File: config.mk
export PLATFORM = sky130hd
export DESIGN_NAME = pipe_skid_reg
export DESIGN_NICKNAME = d
export VERILOG_FILES = /design/src/rtl/pipe_pkg.sv /design/src/rtl/pipe_data_reg.sv /design/src/rtl/pipe_skid_reg.sv
export SDC_FILE = /design/constraint.sdc
export NUM_CORES = 1
export LEC_CHECK = 0
export CORE_ASPECT_RATIO = 0.8
export CORE_MARGIN = 2
export CORE_UTILIZATION = 25
export CTS_CLUSTER_SIZE = 14
export DETAILED_ROUTE_END_ITERATION = 7
export PLACE_DENSITY = 0.57
export SETUP_SLACK_MARGIN = 0.4
export SYNTH_ARGS = -nofsm -noshare
export SYNTH_HDL_FRONTEND = slang
export SYNTH_HIERARCHICAL = 1
export SYNTH_SLANG_ARGS = --single-unit
export TNS_END_PERCENT = 20
File: constraint.sdc
create_clock -name clk -period 2.21 [get_ports clk]
set_input_delay 0.442 -clock clk [delete_from_list [all_inputs] [get_ports clk]]
set_output_delay 0.442 -clock clk [all_outputs]
set_load 0.005 [all_outputs]
File: src/rtl/pipe_pkg.sv
// Shared definitions for the elastic pipeline register: state encoding and
// the default payload width. States are encoded as {skid_v, main_v}.
package pipe_pkg;

   localparam int PIPE_W_DEFAULT = 32;

   // 2'b10 (skid valid without main valid) is unreachable by construction.
   typedef enum logic [1:0] {
      EMPTY = 2'b00,
      ONE   = 2'b01,
      TWO   = 2'b11
   } skid_state_t;

   // Main register holds a payload in ONE and TWO.
   function automatic logic state_main_v(input skid_state_t s);
      return (s != EMPTY);
   endfunction

   // Skid register holds a payload only in TWO.
   function automatic logic state_skid_v(input skid_state_t s);
      return (s == TWO);
   endfunction

endpackage

File: src/rtl/pipe_data_reg.sv
// WIDTH-bit data register with clock enable and asynchronous active-high
// reset to zero. Used for both the main and the skid payload slots.
module pipe_data_reg
   import pipe_pkg::*;
#(
   parameter int WIDTH = PIPE_W_DEFAULT
) (
   input  logic             clk,
   input  logic             rst,
   input  logic             i_en,
   input  logic [WIDTH-1:0] i_d,
   output logic [WIDTH-1:0] o_q
);

   logic [WIDTH-1:0] r_q;

   // Load only when enabled; stale contents are kept otherwise.
   always_ff @(posedge clk or posedge rst) begin
      if (rst) begin
         r_q <= '0;
      end else if (i_en) begin
         r_q <= i_d;
      end
   end

   assign o_q = r_q;

endmodule

File: src/rtl/pipe_skid_reg.sv
// Elastic pipeline register with valid/ready on both sides and a two-entry
// skid buffer, so in_ready is decoded from state only and never depends
// combinationally on out_ready.
// Optional feature: define PIPE_SKID_FLUSH_EN to add the synchronous
// flush input that discards all held payloads.
module pipe_skid_reg
   import pipe_pkg::*;
#(
   parameter int WIDTH = PIPE_W_DEFAULT
) (
   input  logic             clk,
   input  logic             rst,
   input  logic             in_valid,
   output logic             in_ready,
   input  logic [WIDTH-1:0] in_data,
   output logic             out_valid,
   input  logic             out_ready,
`ifdef PIPE_SKID_FLUSH_EN
   input  logic             flush,
`endif
   output logic [WIDTH-1:0] out_data
);

   skid_state_t      r_state;
   skid_state_t      w_state_next;
   logic             w_main_v;
   logic             w_skid_v;
   logic             w_flush;
   logic             w_acc;
   logic             w_pop;
   logic             w_main_en;
   logic             w_skid_en;
   logic [WIDTH-1:0] w_main_d;
   logic [WIDTH-1:0] w_main_q;
   logic [WIDTH-1:0] w_skid_q;

`ifdef PIPE_SKID_FLUSH_EN
   assign w_flush = flush;
`else
   assign w_flush = 1'b0;
`endif

   assign w_main_v = state_main_v(r_state);
   assign w_skid_v = state_skid_v(r_state);

   // Ready is a pure decode of the state register (plus the flush mask).
   assign in_ready  = !w_skid_v && !w_flush;
   assign w_acc     = in_valid && in_ready;
   assign w_pop     = w_main_v && out_ready;

   assign out_valid = w_main_v;
   assign out_data  = w_main_q;

   // State register; reset empties the buffer immediately.
   always_ff @(posedge clk or posedge rst) begin
      if (rst) begin
         r_state <= EMPTY;
      end else begin
         r_state <= w_state_next;
      end
   end

   // Next-state and data-register load controls.
   always_comb begin
      w_state_next = r_state;
      w_main_en    = 1'b0;
      w_skid_en    = 1'b0;
      w_main_d     = in_data;
      if (w_flush) begin
         // Flush wins over acc and pop; data registers keep stale contents.
         w_state_next = EMPTY;
      end else begin
         case (r_state)
            EMPTY: begin
               if (w_acc) begin
                  w_main_en    = 1'b1;
                  w_state_next = ONE;
               end
            end
            ONE: begin
               if (w_acc && w_pop) begin
                  w_main_en = 1'b1;
               end else if (w_acc) begin
                  w_skid_en    = 1'b1;
                  w_state_next = TWO;
               end else if (w_pop) begin
                  w_state_next = EMPTY;
               end
            end
            TWO: begin
               // No acc possible here: in_ready is low while skid is full.
               if (w_pop) begin
                  w_main_en    = 1'b1;
                  w_main_d     = w_skid_q;
                  w_state_next = ONE;
               end
            end
            default: begin
               w_state_next = EMPTY;
            end
         endcase
      end
   end

   pipe_data_reg #(.WIDTH(WIDTH)) u_main_reg (
      .clk  (clk),
      .rst  (rst),
      .i_en (w_main_en),
      .i_d  (w_main_d),
      .o_q  (w_main_q)
   );

   pipe_data_reg #(.WIDTH(WIDTH)) u_skid_reg (
      .clk  (clk),
      .rst  (rst),
      .i_en (w_skid_en),
      .i_d  (in_data),
      .o_q  (w_skid_q)
   );

endmodule
==> out/qor.txt <==
Die height = 109.9 um
Syn Area/Cell = 16.94 um^2
Synth warn = 6
WL per Instance = 15.06 um
Origin of the critical flop-to-flop path = r_state[1]
Final Wtd Congestion = 0.6612
Clk Latency, worst-skew pair = 0.33 ns
Layout cells sized above 1 = 48.84%
IO Count = 70
R2R Setup Slk = 0.35 ns
RSZ-0062 raised after global routing = true
Vias per cell = 4.010
Metal3 WL = 399 um
VDD IR max = 0.0005121 V
Startpoint Class = flop
Met2 WL = 3.255 mm
Worst r2r path cells = 8
Diode count = 0
Crit path to = u_main_reg/o_q[12]
Setup CP Type = reg -> reg
Fmax achieved = 538.9 MHz
Final setup vio count = 0
Syn nets = 248
GR Util All Layers = 10.12%
Leakage = 0.002238 uW
Die area = 14,990 um^2
Synth Area in Compound Gates = 0.9993%
Crit-path max FO = 19
Worst path required time = 2.42 ns
Clk root buf = clkbuf_16
Synth Cell Area = 3506 um^2
Largest net degree at the start of global routing = 22
Critical-path cell list = inv_4 > ha_4 > nor2b_4 > buf_6 > nand2_8 > buf_12 > mux2_4 > mux2_2
Slowest stage delay, CP = 0.42 ns
Final Instance Area = 4912 um^2
# H-tree levels = 3
Final WL = 7.243 mm
Crit. End Element = flop
CP delay by family, top = multiplexers
Post-synthesis sequential area ratio = 47.11%
Max Slew Vio Count = 0
Worst slew pin tran = 0.6076 ns
CTS tree = yes
Row Count = 38
Gate Count Post-Synth = 207
M1 wire length = 3.543 mm
Top_reg_cell synth = dfrtp_1
DRC viols = 0
Input/output buffers = 69
DRT Pass-1 Iters = 4
Simple-gate share of the synthesized area = 2.391%
Die W = 136.4 um
Sink Count = 66
Max Buffers Root-to-Sink = 2
Area leader, netlist = dfrtp_1
Worst R2R End = u_main_reg/o_q[12]
Largest cells by area after synthesis = dfrtp_1 (47%), mux2_4 (39%), buf_12 (5.1%)
Class of the worst hold path = in -> async
Pwr/cell area = 1405 nW/um^2
Multiplexer area fraction after synthesis = 40.76%
Largest family of logic cells by synthesized area = multiplexers
Post-synth EDFFs = 0
Initial antenna violation count = 0
GR Overflow Total = 0
Clock period minus worst slack = 1.856 ns
Clock skew = 0.004785 ns
Arrival time at the worst endpoint = 2.06 ns
Placed Area = 4402 um^2
Adder and majority cell fraction of the synthesized area = 1.784%
Post-detail-place hpwl = 4.722 mm
Max-cap violations = 0
Area share of the largest cell type after synthesis = 47.11%
Syn-to-layout area delta = 40.11%
Synth async-reset ratio = 100.0%
Critical path depth = 8
XOR/XNOR share of the synthesized area = 0%
Vias in the first global route = 2,048
Initial drt markers = 47
Nets = 337
Worst path slowest cell = dfrtp_2
Via count = 1,929
Antenna viol nets, final = 0
Synth unique cells = 18
Setup TNS = 0 ns
Top sig layer = met4
CTS clk-pin slew, worst paths = 0.06 ns
Post-layout util = 36.00%
# hold bufs at CTS = 0
Most frequent cells after synthesis = mux2_4 (90), dfrtp_1 (66), buf_12 (9)
Count leader, synth = mux2_4
Status = complete, no violations
First-pass GRT wire length = 11.17 mm
Crit path buffers/inverters = 3
Setup crit start = r_state[1]
Final hold vios = 0
Final Cycle Share = 83.97%
Relative slew slack = 59.24%
Starting Density = 25.69%
Core Footprint = 13,650 um^2
CTS buffer count = 9
Seq cells post-synth = 66
Hold_ws = 0.3629 ns
-- layout by cell type, fill, tap and decap left out, types with 2 or more instances in the layout --
| cell | count |
|---|---|
| inv_2 | 2 |
| buf_12 | 8 |
| buf_4 | 8 |
| nand2_1 | 4 |
| dfrtp_2 | 2 |
| inv_1 | 4 |
| clkdlybuf4s50_1 | 67 |
| nor2b_4 | 2 |
| bufinv_16 | 2 |
| clkbuf_16 | 10 |
| dlygate4sd2_1 | 2 |
| mux2_2 | 6 |
| ha_1 | 2 |
| clkinvlp_4 | 2 |
| dfrtp_1 | 64 |
| buf_6 | 3 |
| mux2_4 | 90 |
| nor3_1 | 3 |
| clkinv_4 | 2 |
| ha_4 | 3 |
-- registers in the layout, summed over array words and instances, names as in the netlist --
name	cells
u_main_reg/o_q	32
u_skid_reg/o_q	32
r_state	2
-- report_power, final --
part	switching (uW)	total (uW)	internal (uW)	leakage, uW
clock	548	1540	994	0.000152
combinational	944	3130	2180	0.00131
sequential	387	2230	1850	0.000776
total	1880	6900	5020	0.00224
-- worst reg2reg max path: cells and delay by family, from the launching register on --
| family | cells | cell delay, ns |
|---|---|---|
| adder cells (fa/ha/maj) | 1 | 0.18 |
| AND/OR/NAND/NOR | 2 | 0.20 |
| buffers and inverters | 3 | 0.37 |
| multiplexers | 2 | 0.57 |
| flip-flops | 1 | 0.42 |
-- layer usage --
layer | up-vias | global-route usage [%]
met2 | 52 | 15.69
met4 | 0 | 2.902
met1 | 959 | 13.27
li1 | 912 | -
met5 | - | 0
met3 | 6 | 3.688
-- how the worst min path moves through the flow --
| stage | to | slack, ns |
|---|---|---|
| global route | r_state[0] | 0.38 |
| detailed placement | u_skid_reg/o_q[0] | 0.49 |
| global placement | u_skid_reg/o_q[17] | 0.49 |
| CTS | r_state[0] | 0.35 |
| finish | r_state[1] | 0.36 |
| floorplan | r_state[0] | 0.18 |
-- cell type report --
class | instances | area, um^2
Tap cell | 180 | 225.2
Timing Repair Buffer | 90 | 994.7
Fill cell | 1287 | 8733
Clock buffer | 9 | 225.2
Sequential cell | 66 | 1654
Inverter | 8 | 32.53
Clock inverter | 7 | 101.3
Multi-Input combinational cell | 121 | 1679
-- cells by family (layout without fill, tap and decap cells) --
logic type,after synthesis,after routing
buffers and inverters,20,114
muxes,97,97
and+or+nand+nor,14,14
DFF,66,66
AOI/OAI and AO/OA,5,5
adders and majority gates,5,5
-- through the flow --
stage | cells | setup slack (ns) | total power, uW
after floorplan | 207 | 0.4117 | 4147
after global placement | 455 | 0.01023 | 5024
after detailed placement | 455 | -0.005353 | 5090
after CTS | 478 | 0.3280 | 6907
after global routing | 481 | 0.2921 | 7318
final | 481 | 0.3543 | 6904
-- what timing repair did --
action,4_1_cts,5_1_grt
gates resized for setup,13,5
cloned,1,1
endpoints found under the setup margin,66,34
pin swaps,2,3
setup buffers,6,2
No activity file was read; power rests on OpenSTA's default activity.
